[src/rtl/op_dispatcher_if.sv]
// Bundle of the operand stream, core start/busy handshake and result stream
// seen by op_dispatcher. The slave modport is the dispatcher side.
interface op_dispatcher_if #(
    parameter int DATA_W = 8,
    parameter int DEPTH  = 4
);
    localparam int PW = $clog2(DEPTH) + 1;

    logic              in_valid;
    logic              in_ready;
    logic [DATA_W-1:0] in_a;
    logic [DATA_W-1:0] in_b;

    logic              core_start;
    logic [DATA_W-1:0] core_inA;
    logic [DATA_W-1:0] core_inB;
    logic              core_busy;
    logic [DATA_W-1:0] core_out;

    logic              res_valid;
    logic              res_ready;
    logic [DATA_W-1:0] res_a;
    logic [DATA_W-1:0] res_b;
    logic [DATA_W-1:0] res_out;

    logic [PW-1:0]     pending;

    modport slave (
        input  in_valid, in_a, in_b, core_busy, core_out, res_ready,
        output in_ready, core_start, core_inA, core_inB,
               res_valid, res_a, res_b, res_out, pending
    );

    modport master (
        output in_valid, in_a, in_b, core_busy, core_out, res_ready,
        input  in_ready, core_start, core_inA, core_inB,
               res_valid, res_a, res_b, res_out, pending
    );
endinterface

[src/rtl/op_dispatcher.sv]
// Operand FIFO plus start/busy sequencer feeding a multicycle core; returns
// each core result with its operands through a single-entry result slot.
module op_dispatcher #(
    parameter int DATA_W = 8,
    parameter int DEPTH  = 4,
    parameter int GUARD  = 4
) (
    input logic          clk,
    input logic          rst,
    op_dispatcher_if.slave bus
);
    localparam int AW = $clog2(DEPTH);
    localparam int PW = AW + 1;
    localparam int GW = $clog2(GUARD + 1);
    localparam logic [PW-1:0] FULL = PW'(DEPTH);

    typedef struct packed {
        logic [DATA_W-1:0] a;
        logic [DATA_W-1:0] b;
    } pair_t;

    typedef enum logic [2:0] {IDLE, ISSUE, WAIT_HI, WAIT_LO, CAPTURE} state_t;

    state_t            state, nstate;
    pair_t             mem [DEPTH];
    logic [AW-1:0]     wp, rp;
    logic [PW-1:0]     count;
    logic              push, go;
    logic [GW-1:0]     gcnt;
    logic [DATA_W-1:0] ina_q, inb_q, res_a_q, res_b_q, res_out_q;
    logic              res_valid_q;
    logic              start_c;

    // No bypass: a full FIFO refuses input even in a cycle that pops.
    assign bus.in_ready = (count != FULL);
    assign push         = bus.in_valid && bus.in_ready;
    // The busy term keeps us off a core still running from before a reset.
    assign go = (state == IDLE) && (count != '0) && !res_valid_q && !bus.core_busy;

    always_ff @(posedge clk) begin
        if (push) mem[wp] <= '{a: bus.in_a, b: bus.in_b};
    end

    always_ff @(posedge clk) begin
        if (!rst) begin
            wp    <= '0;
            rp    <= '0;
            count <= '0;
        end else begin
            if (push) wp <= wp + AW'(1);
            if (go)   rp <= rp + AW'(1);
            count <= count + PW'(push) - PW'(go);
        end
    end

    // FSM: state register
    always_ff @(posedge clk) begin
        if (!rst) state <= IDLE;
        else      state <= nstate;
    end

    // FSM: next state
    always_comb begin
        nstate = state;
        case (state)
            IDLE:    if (go) nstate = ISSUE;
            ISSUE:   nstate = WAIT_HI;
            WAIT_HI: begin
                // gcnt counts cycles since the start pulse; give up at GUARD.
                if (bus.core_busy)                nstate = WAIT_LO;
                else if (gcnt >= GW'(GUARD - 1))  nstate = CAPTURE;
            end
            WAIT_LO: if (!bus.core_busy) nstate = CAPTURE;
            CAPTURE: nstate = IDLE;
            default: nstate = IDLE;
        endcase
    end

    // FSM: outputs
    always_comb begin
        start_c = (state == ISSUE);
    end

    always_ff @(posedge clk) begin
        if (!rst)                 gcnt <= '0;
        else if (state == ISSUE)  gcnt <= GW'(1);
        else if (state == WAIT_HI) gcnt <= gcnt + GW'(1);
    end

    always_ff @(posedge clk) begin
        if (!rst) begin
            ina_q       <= '0;
            inb_q       <= '0;
            res_a_q     <= '0;
            res_b_q     <= '0;
            res_out_q   <= '0;
            res_valid_q <= 1'b0;
        end else begin
            if (go) begin
                ina_q <= mem[rp].a;
                inb_q <= mem[rp].b;
            end
            if (state == CAPTURE) begin
                res_out_q   <= bus.core_out;
                res_a_q     <= ina_q;
                res_b_q     <= inb_q;
                res_valid_q <= 1'b1;
            end else if (res_valid_q && bus.res_ready) begin
                res_valid_q <= 1'b0;
            end
        end
    end

    assign bus.core_start = start_c;
    assign bus.core_inA   = ina_q;
    assign bus.core_inB   = inb_q;
    assign bus.res_valid  = res_valid_q;
    assign bus.res_a      = res_a_q;
    assign bus.res_b      = res_b_q;
    assign bus.res_out    = res_out_q;
    assign bus.pending    = count;
endmodule
[src/flat_wrapper.sv]
// flat-port wrapper written by rule: the top's interface ports become plain ports
module op_dispatcher_flat 
#(
    parameter int DATA_W = 8,
    parameter int DEPTH  = 4,
    parameter int GUARD  = 4
)
  (clk, rst, bus_in_valid, bus_in_a, bus_in_b, bus_core_busy, bus_core_out, bus_res_ready, bus_in_ready, bus_core_start, bus_core_inA, bus_core_inB, bus_res_valid, bus_res_a, bus_res_b, bus_res_out, bus_pending);
  op_dispatcher_if #(.DATA_W(DATA_W), .DEPTH(DEPTH)) bus_i ();
  input logic clk;
  input logic rst;
  input wire logic [$bits(bus_i.in_valid)-1:0] bus_in_valid;
  input wire logic [$bits(bus_i.in_a)-1:0] bus_in_a;
  input wire logic [$bits(bus_i.in_b)-1:0] bus_in_b;
  input wire logic [$bits(bus_i.core_busy)-1:0] bus_core_busy;
  input wire logic [$bits(bus_i.core_out)-1:0] bus_core_out;
  input wire logic [$bits(bus_i.res_ready)-1:0] bus_res_ready;
  output wire logic [$bits(bus_i.in_ready)-1:0] bus_in_ready;
  output wire logic [$bits(bus_i.core_start)-1:0] bus_core_start;
  output wire logic [$bits(bus_i.core_inA)-1:0] bus_core_inA;
  output wire logic [$bits(bus_i.core_inB)-1:0] bus_core_inB;
  output wire logic [$bits(bus_i.res_valid)-1:0] bus_res_valid;
  output wire logic [$bits(bus_i.res_a)-1:0] bus_res_a;
  output wire logic [$bits(bus_i.res_b)-1:0] bus_res_b;
  output wire logic [$bits(bus_i.res_out)-1:0] bus_res_out;
  output wire logic [$bits(bus_i.pending)-1:0] bus_pending;
  assign bus_i.in_valid = bus_in_valid;
  assign bus_i.in_a = bus_in_a;
  assign bus_i.in_b = bus_in_b;
  assign bus_i.core_busy = bus_core_busy;
  assign bus_i.core_out = bus_core_out;
  assign bus_i.res_ready = bus_res_ready;
  assign bus_in_ready = bus_i.in_ready;
  assign bus_core_start = bus_i.core_start;
  assign bus_core_inA = bus_i.core_inA;
  assign bus_core_inB = bus_i.core_inB;
  assign bus_res_valid = bus_i.res_valid;
  assign bus_res_a = bus_i.res_a;
  assign bus_res_b = bus_i.res_b;
  assign bus_res_out = bus_i.res_out;
  assign bus_pending = bus_i.pending;
  op_dispatcher #(.DATA_W(DATA_W), .DEPTH(DEPTH), .GUARD(GUARD)) u_core (.clk(clk), .rst(rst), .bus(bus_i));
endmodule
[config.mk]
export PLATFORM = sky130hd
export DESIGN_NAME = op_dispatcher_flat
export DESIGN_NICKNAME = d
export VERILOG_FILES = /design/src/rtl/op_dispatcher_if.sv /design/src/rtl/op_dispatcher.sv /design/src/flat_wrapper.sv
export SDC_FILE = /design/constraint.sdc
export NUM_CORES = 1
export LEC_CHECK = 0
export ABC_CLOCK_PERIOD_IN_PS = 4800
export CORE_MARGIN = 8
export CORE_UTILIZATION = 50
export DETAILED_ROUTE_END_ITERATION = 10
export GPL_ROUTABILITY_DRIVEN = 1
export PLACE_DENSITY_LB_ADDON = 0.15
export SYNTH_ARGS = -nofsm -noshare
export SYNTH_HDL_FRONTEND = slang
export SYNTH_SLANG_ARGS = --single-unit
[constraint.sdc]
create_clock -name clk -period 4.8 [get_ports clk]
set_clock_uncertainty 0.2 [all_clocks]
set_input_delay 0.48 -clock clk [delete_from_list [all_inputs] [get_ports clk]]
set_output_delay 0.48 -clock clk [all_outputs]
set_load 0.02 [all_outputs]
==> reports/metrics.csv, run 1 <==
metric,value,unit
first-pass GRT wire length,15600,um
Die Y,113,um
Worst Path Arrival,3.35,ns
M1 wire length,4260,um
final net count,471,
DRT iter0 DRCs,187,
die area,0.0128,mm2
post-synthesis sequential area ratio,63.8,%
DR pass1 iterations,4,
initial antenna violation count,0,
Syn Inst Count,364,
NetSw,0.000958,W
drt wl/cell,16.7,um
GRT overflow,0,
Design Power,0.00320,W
Async SR Flop Fraction,0,%
crit path launch type,register,
RSZ-0062 raised after global routing,false,
CP endpoint kind,register,
Yosys reg bits,118,
uppermost layer routed,met4,
hpwl dp,6250,um
core footprint,0.00920,mm2
CP Class,register to register,
Pint,0.00224,W
Sinks on Clock Net,118,
CTS Hold Bufs,0,
total wire length,9290,um
Vias,3012,
worst skew pair latency,0.51,ns
clock root buffer,clkbuf_8,
maximum clock insertion buffer count,2,
RePlAce Congestion,0.757,
Post-route DRC,0,
"Reg clk slew, reported paths",0.06,ns
Place WS,1.39,ns
min Tclk post-route,3.13,ns
Min-Delay Path Class,register to register,
vias in the first global route,3089,
total CTS buffers,17,
Post-Syn Area per Cell,12.9,um2
Max Fclk,0.320,GHz
placed insts,525,
"Slew Viols, Final",0,
Synth area leaders,"edfxtp_1 41%, dfxtp_1 23%, mux4_2 7.7%, nand2_1 5.3%, a21oi_1 3.3%",
fin cells,557,
Syn Nets,402,
max_cap viols,0,
vias per inst,5.41,
Detail Route met3 WL,651,um
Power Density,533,mW/mm2
metal2 WL,4320,um
Post-Syn Area,0.00471,mm2
Synth Flop Type,edfxtp_1,
Min Hold Slack,0.251,ns
synth warn,0,
P&R area growth vs syn,27.5,%
Fin. Hold Viols,0,
Final period util,65.2,%
setup ws final,1.67,ns
Finish-stage setup viols,0,
IO Count,75,
status,finished clean,
total track usage,15.5,%
largest net degree at the start of global routing,30,
slew at the pin with the worst max-slew slack,1.14,ns
Max H-tree Level,4,
Die W,113,um
layout cells sized above 1,12.1,%
leakage power,2.06,nW
PostCTS Resize Cnt,0,
Unique masters post-synth,44,
I/O Buffers,74,
CTS tree,built,
post-synth top area cell,edfxtp_1,
Synth top area share,40.8,%
CP required,5.02,ns
maximum vdd drop,0.274,mV
Seq pwr share,40.6,%
fillers,723,
"antenna viol nets, final",0,
"most common cell after layout, fill and taps aside",clkdlybuf4s50_1,
CP Max Fanout,19,
Post-synth EDFFs,64,
most frequent cells in the layout,"74 x clkdlybuf4s50_1, 67 x nand2_1, 64 x edfxtp_1",
Initial Utilization,51.2,%
slew margin rel.,23.8,%
Sw Ratio,30.0,%
Clk pwr share,36.3,%
# diodes,0,
Comb power frac,23.1,%
# rows,35,
setup bufs post-CTS,0,
setup tns final,0,ns
==> cell type report <==
class / count / area (um2) / area share (%)
Clock buffer: 19 / 422 / 7.03
Inverter: 12 / 45.0 / 0.750
Sequential cell: 118 / 3000 / 50.0
Multi-Input combinational cell: 208 / 1500 / 25.1
Timing Repair Buffer: 76 / 756 / 12.6
Clock inverter: 13 / 134 / 2.23
Tap cell: 111 / 139 / 2.31
==> power groups by stage <==
stage / sequential (W) / combinational, W / clock (W)
after floorplan: 0.00134 / 0.000504 / 0
after global placement: 0.00131 / 0.000731 / 0
after detailed placement: 0.00132 / 0.000745 / 0
after CTS: 0.00130 / 0.000747 / 0.00119
after global routing: 0.00132 / 0.000814 / 0.00124
final: 0.00130 / 0.000738 / 0.00116
==> cells by family after synthesis <==
family                     count (synthesis)  synth area share, %
buffers and inverters                     38                 4.23
adders and majority gates                  9                 2.55
muxes                                     18                 8.08
and+or+nand+nor                          120                 12.9
xor gates and xnor gates                   1                0.186
AOI/OAI and AO/OA                         60                 8.27
DFF                                      118                 63.8
==> cell usage after synthesis, types with 2 or more instances <==
cell type and count:
nand3b_1 2, nand3_1 2, nand2b_1 5, o21ai_0 6
edfxtp_1 64, or3_1 2, o21a_1 2, buf_2 7
mux4_2 16, clkbuf_1 9, ha_1 8, mux2i_1 2
o311ai_1 9, buf_4 2, clkbuf_2 2, nor2_1 5
nor3_2 2, a211oi_1 2, o311ai_0 6, nand2_1 67
nor3_1 3, nand4_1 16, a21oi_1 31, buf_6 5
inv_1 12, and3_1 4, dfxtp_1 54, and2_1 2
nor4_1 2
==> state kept, by name, summed over array words and instances, names as in the netlist, 3 cells and up <==
signal and cells:
u_core.state 3, u_core.gcnt 3, u_core.bus.res_b 8, u_core.mem 64
u_core.bus.core_inB 8, u_core.bus.core_inA 8, u_core.bus.res_a 8, u_core.bus.pending 3
u_core.bus.res_out 8
==> final timing paths <==
path                         startpoint                     to  slack [ns]  depth (start not counted)
setup / recovery  u_core.bus.pending[1]  u_core.bus.pending[2]        1.67                         10
hold / removal    u_core.bus.res_out[3]  u_core.bus.res_out[3]        0.25                          2
setup reg to reg  u_core.bus.pending[1]  u_core.bus.pending[2]        1.67                         10
hold reg to reg   u_core.bus.res_out[3]  u_core.bus.res_out[3]        0.25                          2
==> worst max-delay path, stage by stage (launching register included) <==
cell	delay, ns
dfxtp_1	0.38
nor3_2	0.92
nor3_2	0.14
ha_1	0.32
inv_1	0.06
ha_1	0.13
inv_1	0.05
fa_1	0.38
xor2_1	0.17
and2_1	0.17
nor3_1	0.13
==> stage by stage <==
step	area [um2]	utilization (%)
global placement	5450	59.2
CTS	6000	65.3
detailed placement	5450	59.2
global route	6000	65.3
finish	6000	65.3
floorplan	4710	-
==> layer usage <==
metal	up-vias	track usage, %
li1	1495	-
met1	1419	19.7
met2	93	23.7
met3	5	6.12
met4	0	5.06
met5	-	0
No activity file was read; power rests on OpenSTA's default activity.
==> run 2, diff against run 1 <==
--- a/config.mk
+++ b/config.mk
@@ -5,9 +5,9 @@
 export SDC_FILE = /design/constraint.sdc
 export NUM_CORES = 1
 export LEC_CHECK = 0
-export ABC_CLOCK_PERIOD_IN_PS = 4800
+export ABC_CLOCK_PERIOD_IN_PS = 2800
 export CORE_MARGIN = 8
-export CORE_UTILIZATION = 50
+export CORE_UTILIZATION = 48
 export DETAILED_ROUTE_END_ITERATION = 10
 export GPL_ROUTABILITY_DRIVEN = 1
 export PLACE_DENSITY_LB_ADDON = 0.15
==> constraint.sdc (replaced) <==
create_clock -name clk -period 2.8 [get_ports clk]
set_clock_uncertainty 0.2 [all_clocks]
set_input_delay 0.28 -clock clk [delete_from_list [all_inputs] [get_ports clk]]
set_output_delay 0.28 -clock clk [all_outputs]
set_load 0.02 [all_outputs]
==> reports/metrics.csv, run 2 (synthesized netlist as in run 1, its figures left out) <==
metric,value,unit,change
die area,0.0132,mm2,+3.6%
CP Class,register to output port,,
r2r endpoint,u_core.bus.pending[2],,
Fin. Hold Viols,0,,unchanged
total wire length,9790,um,+5.4%
slew margin rel.,37.1,%,+13 points
CP required,2.32,ns,-2.70 ns
max_cap viols,0,,unchanged
RR Startpoint,u_core.state[0],,
# diodes,0,,unchanged
crit path launch type,register,,
Sw Ratio,32.0,%,+2.0 points
DR pass1 iterations,4,,unchanged
status,finished clean,,
most frequent cells in the layout,"74 x clkdlybuf4s50_1, 67 x nand2_1, 64 x edfxtp_1",,
layout cells sized above 1,15.6,%,+3.5 points
multi-input logic area,0.00150,mm2,unchanged
vias per inst,5.29,,-2.2%
DP Area,0.00559,mm2,+2.6%
Vias,3141,,+4.3%
IO Count,75,,unchanged
initial antenna violation count,0,,unchanged
register area,0.00300,mm2,unchanged
"Slew Viols, Final",0,,unchanged
Min-Delay Path Class,input port to register,,
Sinks on Clock Net,118,,unchanged
post-route cell area,0.00612,mm2,+2.0%
Post-route DRC,0,,unchanged
"Slowest-stage cell, CP",clkdlybuf4s50_1,,
# rows,36,,+2.9%
largest net degree at the start of global routing,30,,unchanged
Hold Path Depth,3,,+1
drt wl/cell,16.5,um,-1.2%
RePlAce Congestion,0.766,,+1.2%
worst path bufs/invs,2,,unchanged
NetSw,0.00176,W,+84%
total track usage,15.5,%,+0.040 points
Register-to-Register Path Depth,10,,unchanged
GRT overflow,0,,unchanged
Setup crit start,u_core.bus.pending[2],,
Worst path top cell family by delay,buffers and inverters,,
I/O Buffers,74,,unchanged
fillers,797,,+10%
total CTS buffers,17,,unchanged
min Tclk post-route,2.56,ns,
final net count,486,,+3.2%
CTS Hold Bufs,0,,unchanged
Power Density,900,mW/mm2,+69%
CP Max Fanout,7,,-12
maximum vdd drop,0.491,mV,+80%
slew at the pin with the worst max-slew slack,0.943,ns,-0.195 ns
clock root buffer,clkbuf_8,,
DRT iter0 DRCs,159,,-15%
vias in the first global route,3012,,-2.5%
setup bufs post-CTS,0,,unchanged
Initial Utilization,48.8,%,-2.4 points
maximum clock insertion buffer count,2,,unchanged
Pint,0.00375,W,+67%
crit path to,bus_in_ready,,
CP max stage delay,0.58,ns,-0.34 ns
CP endpoint kind,output port,,
hpwl dp,6580,um,+5.2%
CP Depth,3,,-7
worst skew pair latency,0.51,ns,about the same
CTS tree,built,,
Worst Path Arrival,2.08,ns,-1.27 ns
Die W,115,um,+1.8%
Comb power frac,25.7,%,+2.6 points
Clk pwr share,34.7,%,-1.6 points
Final period util,91.4,%,
Seq pwr share,39.7,%,-0.9 points
CP Cell Sequence,"nor3b_1, inv_1, clkdlybuf4s50_1",,
R2R Setup Slk,0.36,ns,-1.31 ns
Max H-tree Level,4,,unchanged
Finish-stage setup viols,0,,unchanged
Min Hold Slack,0.124,ns,-0.127 ns
core footprint,0.00964,mm2,+4.8%
Reg with most FFs,u_core.mem,,
max reg flops,64,,unchanged
setup tns final,0,ns,unchanged
"antenna viol nets, final",0,,unchanged
RSZ-0062 raised after global routing,false,,
Max Fclk,0.391,GHz,
Die Y,115,um,+1.8%
first-pass GRT wire length,15700,um,+0.70%
"Reg clk slew, reported paths",0.06,ns,about the same
"most common cell after layout, fill and taps aside",clkdlybuf4s50_1,,
leakage power,2.13,nW,+3.3%
P&R area growth vs syn,30.1,%,
PostCTS Resize Cnt,0,,unchanged
-- run 2: power by group through the flow --
stage                     Sequential [W]  Clock (W)  Combinational [W]
after floorplan                  0.00229          0           0.000864
after global placement           0.00221          0            0.00141
after detailed placement         0.00222          0            0.00142
after CTS                        0.00219    0.00195            0.00143
after global routing             0.00221    0.00202            0.00157
final                            0.00219    0.00191            0.00141
-- run 2: final cells by class --
cell class	count	area share, %
timing repair buffer	91	14.2
inverter	12	0.736
clock buffer	17	6.76
multi-input combinational	208	24.6
clock inverter	15	2.00
tap	133	2.72
sequential	118	49.0
-- run 2: stage by stage --
step,instances,setup slack [ns],util (%),power (W)
floorplan,364,0.201,-,0.00316
global placement,562,0.0214,58.0,0.00362
detailed placement,562,-0.00946,58.0,0.00364
CTS,594,0.214,63.5,0.00556
global route,594,0.0576,63.5,0.00580
finish,594,0.241,63.5,0.00551
-- run 2: worst min-delay path by stage --
stage | from | to
after floorplan | bus_core_busy | u_core.state[2]
after global placement | u_core.bus.res_a[3] | u_core.bus.res_a[3]
after detailed placement | u_core.bus.res_out[1] | u_core.bus.res_out[1]
after CTS | bus_core_out[4] | u_core.bus.res_out[4]
after global routing | bus_core_out[3] | u_core.bus.res_out[3]
final | bus_core_out[4] | u_core.bus.res_out[4]
-- run 2: routing by layer --
metal	vias up	GRT usage (%)	part of all wire, %
met1	1510	19.8	46
li1	1528	-	-
met2	93	24.2	47
met4	0	6.57	1.1
met3	10	4.52	5.7
met5	-	0	0
-- run 2: worst reg2reg max path, cell delays in order (launching register included) --
cell	delay (ns)
dfxtp_1	0.31
or3_1	0.40
nor3_2	0.17
ha_1	0.26
inv_1	0.05
ha_1	0.12
inv_1	0.05
fa_1	0.38
xor2_1	0.16
and2_1	0.16
nor3_1	0.11
==> run 3, diff against run 2 <==
--- a/config.mk
+++ b/config.mk
@@ -10,7 +10,8 @@
 export CORE_UTILIZATION = 48
 export DETAILED_ROUTE_END_ITERATION = 10
 export GPL_ROUTABILITY_DRIVEN = 1
-export PLACE_DENSITY_LB_ADDON = 0.15
+export GPL_TIMING_DRIVEN = 0
+export PLACE_DENSITY_LB_ADDON = 0.08
 export SYNTH_ARGS = -nofsm -noshare
 export SYNTH_HDL_FRONTEND = slang
 export SYNTH_SLANG_ARGS = --single-unit
==> reports/metrics.csv, run 3 (synthesized netlist as in run 1, its figures left out) <==
metric,value,unit,change
Initial Utilization,48.8,%,unchanged
# rows,36,,unchanged
final net count,502,,+3.3%
vias in the first global route,3187,,+5.8%
worst path bufs/invs,4,,+2
r2r endpoint,u_core.bus.pending[2],,
Finish-stage setup viols,0,,unchanged
most frequent cells in the layout,"74 x clkdlybuf4s50_1, 67 x nand2_1, 64 x edfxtp_1",,
min Tclk post-route,2.69,ns,+0.134 ns
largest net degree at the start of global routing,17,,-43%
crit path launch type,register,,
CP Cell Sequence,"buf_6, or3_4, buf_6, nor3_4, ha_1, inv_1, ha_2, inv_2, fa_2, xor2_1, and2_1, nor3_2",,
CP required,3.04,ns,+0.72 ns
Reg with most FFs,u_core.mem,,
RR Startpoint,u_core.state[0],,
GRT overflow,0,,unchanged
CTS Hold Bufs,0,,unchanged
vias per inst,5.19,,-1.9%
Vias,3165,,+0.76%
"Reg clk slew, reported paths",0.06,ns,about the same
Design Power,0.00601,W,+9.1%
slew at the pin with the worst max-slew slack,0.875,ns,-0.0678 ns
total track usage,16.3,%,+0.74 points
Min-Delay Path Class,input port to register,,
multi-input logic area,0.00153,mm2,+1.8%
Max H-tree Level,4,,unchanged
I/O Buffers,74,,unchanged
crit path to,u_core.bus.pending[2],,
CTS tree,built,,
IO Count,75,,unchanged
fillers,778,,-2.4%
Worst path top cell family by delay,simple AND/OR/NAND/NOR gates,,
total CTS buffers,17,,unchanged
register area,0.00301,mm2,about the same
Die Y,115,um,unchanged
Register-to-Register Path Depth,12,,+2
CP Max Fanout,6,,-1
slew margin rel.,41.7,%,+4.6 points
# diodes,0,,unchanged
maximum vdd drop,0.456,mV,-7.1%
Sinks on Clock Net,118,,unchanged
"most common cell after layout, fill and taps aside",clkdlybuf4s50_1,,
total wire length,10200,um,+4.4%
RSZ-0062 raised after global routing,true,,
status,finished clean,,
maximum clock insertion buffer count,2,,unchanged
CP Class,register to register,,
R2R Setup Slk,0.11,ns,-0.25 ns
max reg flops,64,,unchanged
"antenna viol nets, final",0,,unchanged
Setup crit start,u_core.state[0],,
drt wl/cell,16.8,um,+1.7%
Final period util,96.2,%,+4.8 points
Post-route DRC,0,,unchanged
Power Density,953,mW/mm2,+5.9%
DR pass1 iterations,4,,unchanged
initial antenna violation count,0,,unchanged
leakage power,2.22,nW,+4.1%
Die W,115,um,unchanged
CP Depth,12,,+9
max_cap viols,0,,unchanged
Min Hold Slack,0.122,ns,-0.00154 ns
Fin. Hold Viols,0,,unchanged
core footprint,0.00964,mm2,unchanged
first-pass GRT wire length,16500,um,+4.8%
clock root buffer,clkbuf_8,,
"Slew Viols, Final",0,,unchanged
Most common cell on crit path,buf_6,,
DRT iter0 DRCs,186,,+17%
Worst Path Arrival,2.93,ns,+0.85 ns
worst skew pair latency,0.51,ns,about the same
die area,0.0132,mm2,unchanged
hpwl dp,7120,um,+8.3%
"Slowest-stage cell, CP",fa_2,,
Max Fclk,0.371,GHz,-5.0%
hold path start,bus_core_out[6],,
RePlAce Congestion,0.756,,-1.3%
P&R area growth vs syn,34.1,%,
layout cells sized above 1,17.4,%,+1.8 points
CP endpoint kind,register,,
CP max stage delay,0.34,ns,-0.24 ns
## run 3: cell types whose count changed in the layout (fill, tap and decap cells not counted), sizes merged
cell,previous run,this run
clkinv,6,4
bufinv,0,4
buf,17,21
inv,16,15
clkinvlp,5,3
clkbuf,17,30
## run 3: stage by stage
stage | cell area, um2 | util, % | worst slack, ns | TNS [ns] | instances
after CTS | 6230 | 64.6 | 0.0123 | 0 | 603
after detailed placement | 5610 | 58.2 | -0.297 | -0.358 | 571
final | 6310 | 65.5 | 0.107 | 0 | 610
after floorplan | 4710 | - | 0.201 | 0 | 364
after global placement | 5610 | 58.2 | -0.250 | -0.275 | 571
after global routing | 6310 | 65.5 | -0.0225 | -0.0225 | 610
## run 3: repair_timing
item | in CTS | in global routing
resized for setup | 0 | 9
endpoints found under the setup margin | 0 | 1
setup buffers | 0 | 7
## run 3: how the worst min path moves through the flow
stage | endpoint | slack [ns] | cells after the start
after floorplan | u_core.state[2] | 0.16 | 1
after global placement | u_core.bus.res_out[6] | 0.24 | 2
after detailed placement | u_core.bus.res_b[6] | 0.25 | 2
after CTS | u_core.bus.res_out[0] | 0.11 | 3
after global routing | u_core.bus.res_out[7] | 0.13 | 3
final | u_core.bus.res_out[6] | 0.12 | 3
## run 3: worst min-delay path: cells and delay by family
kind,cells,cell delay (ns)
AO/OA/AOI/OAI,1,0.05
AND/OR/NAND/NOR,1,0.06
buffers and inverters,1,0.40
## run 3: final cells by class
cell class / count / area share [%]
well taps: 133 / 2.64
clock buffers: 18 / 6.62
inverters: 12 / 0.714
flip-flops and latches: 118 / 47.6
plain buffers: 26 / 2.44
repair buffers: 81 / 12.5
multi-input cells: 208 / 24.3
clock inverters: 14 / 3.15
## run 3: metal layers
metal | track usage (%) | routed length [um]
met5 | 0 | 0
met4 | 6.30 | 139
met3 | 4.31 | 519
met2 | 26.9 | 4960
met1 | 19.9 | 4600
## run 3: where the power goes
part           internal [W]  total, W  switching, W
combinational      0.000703   0.00156      0.000859
clock               0.00145   0.00224      0.000790
sequential          0.00205   0.00221      0.000154
total               0.00421   0.00601       0.00180
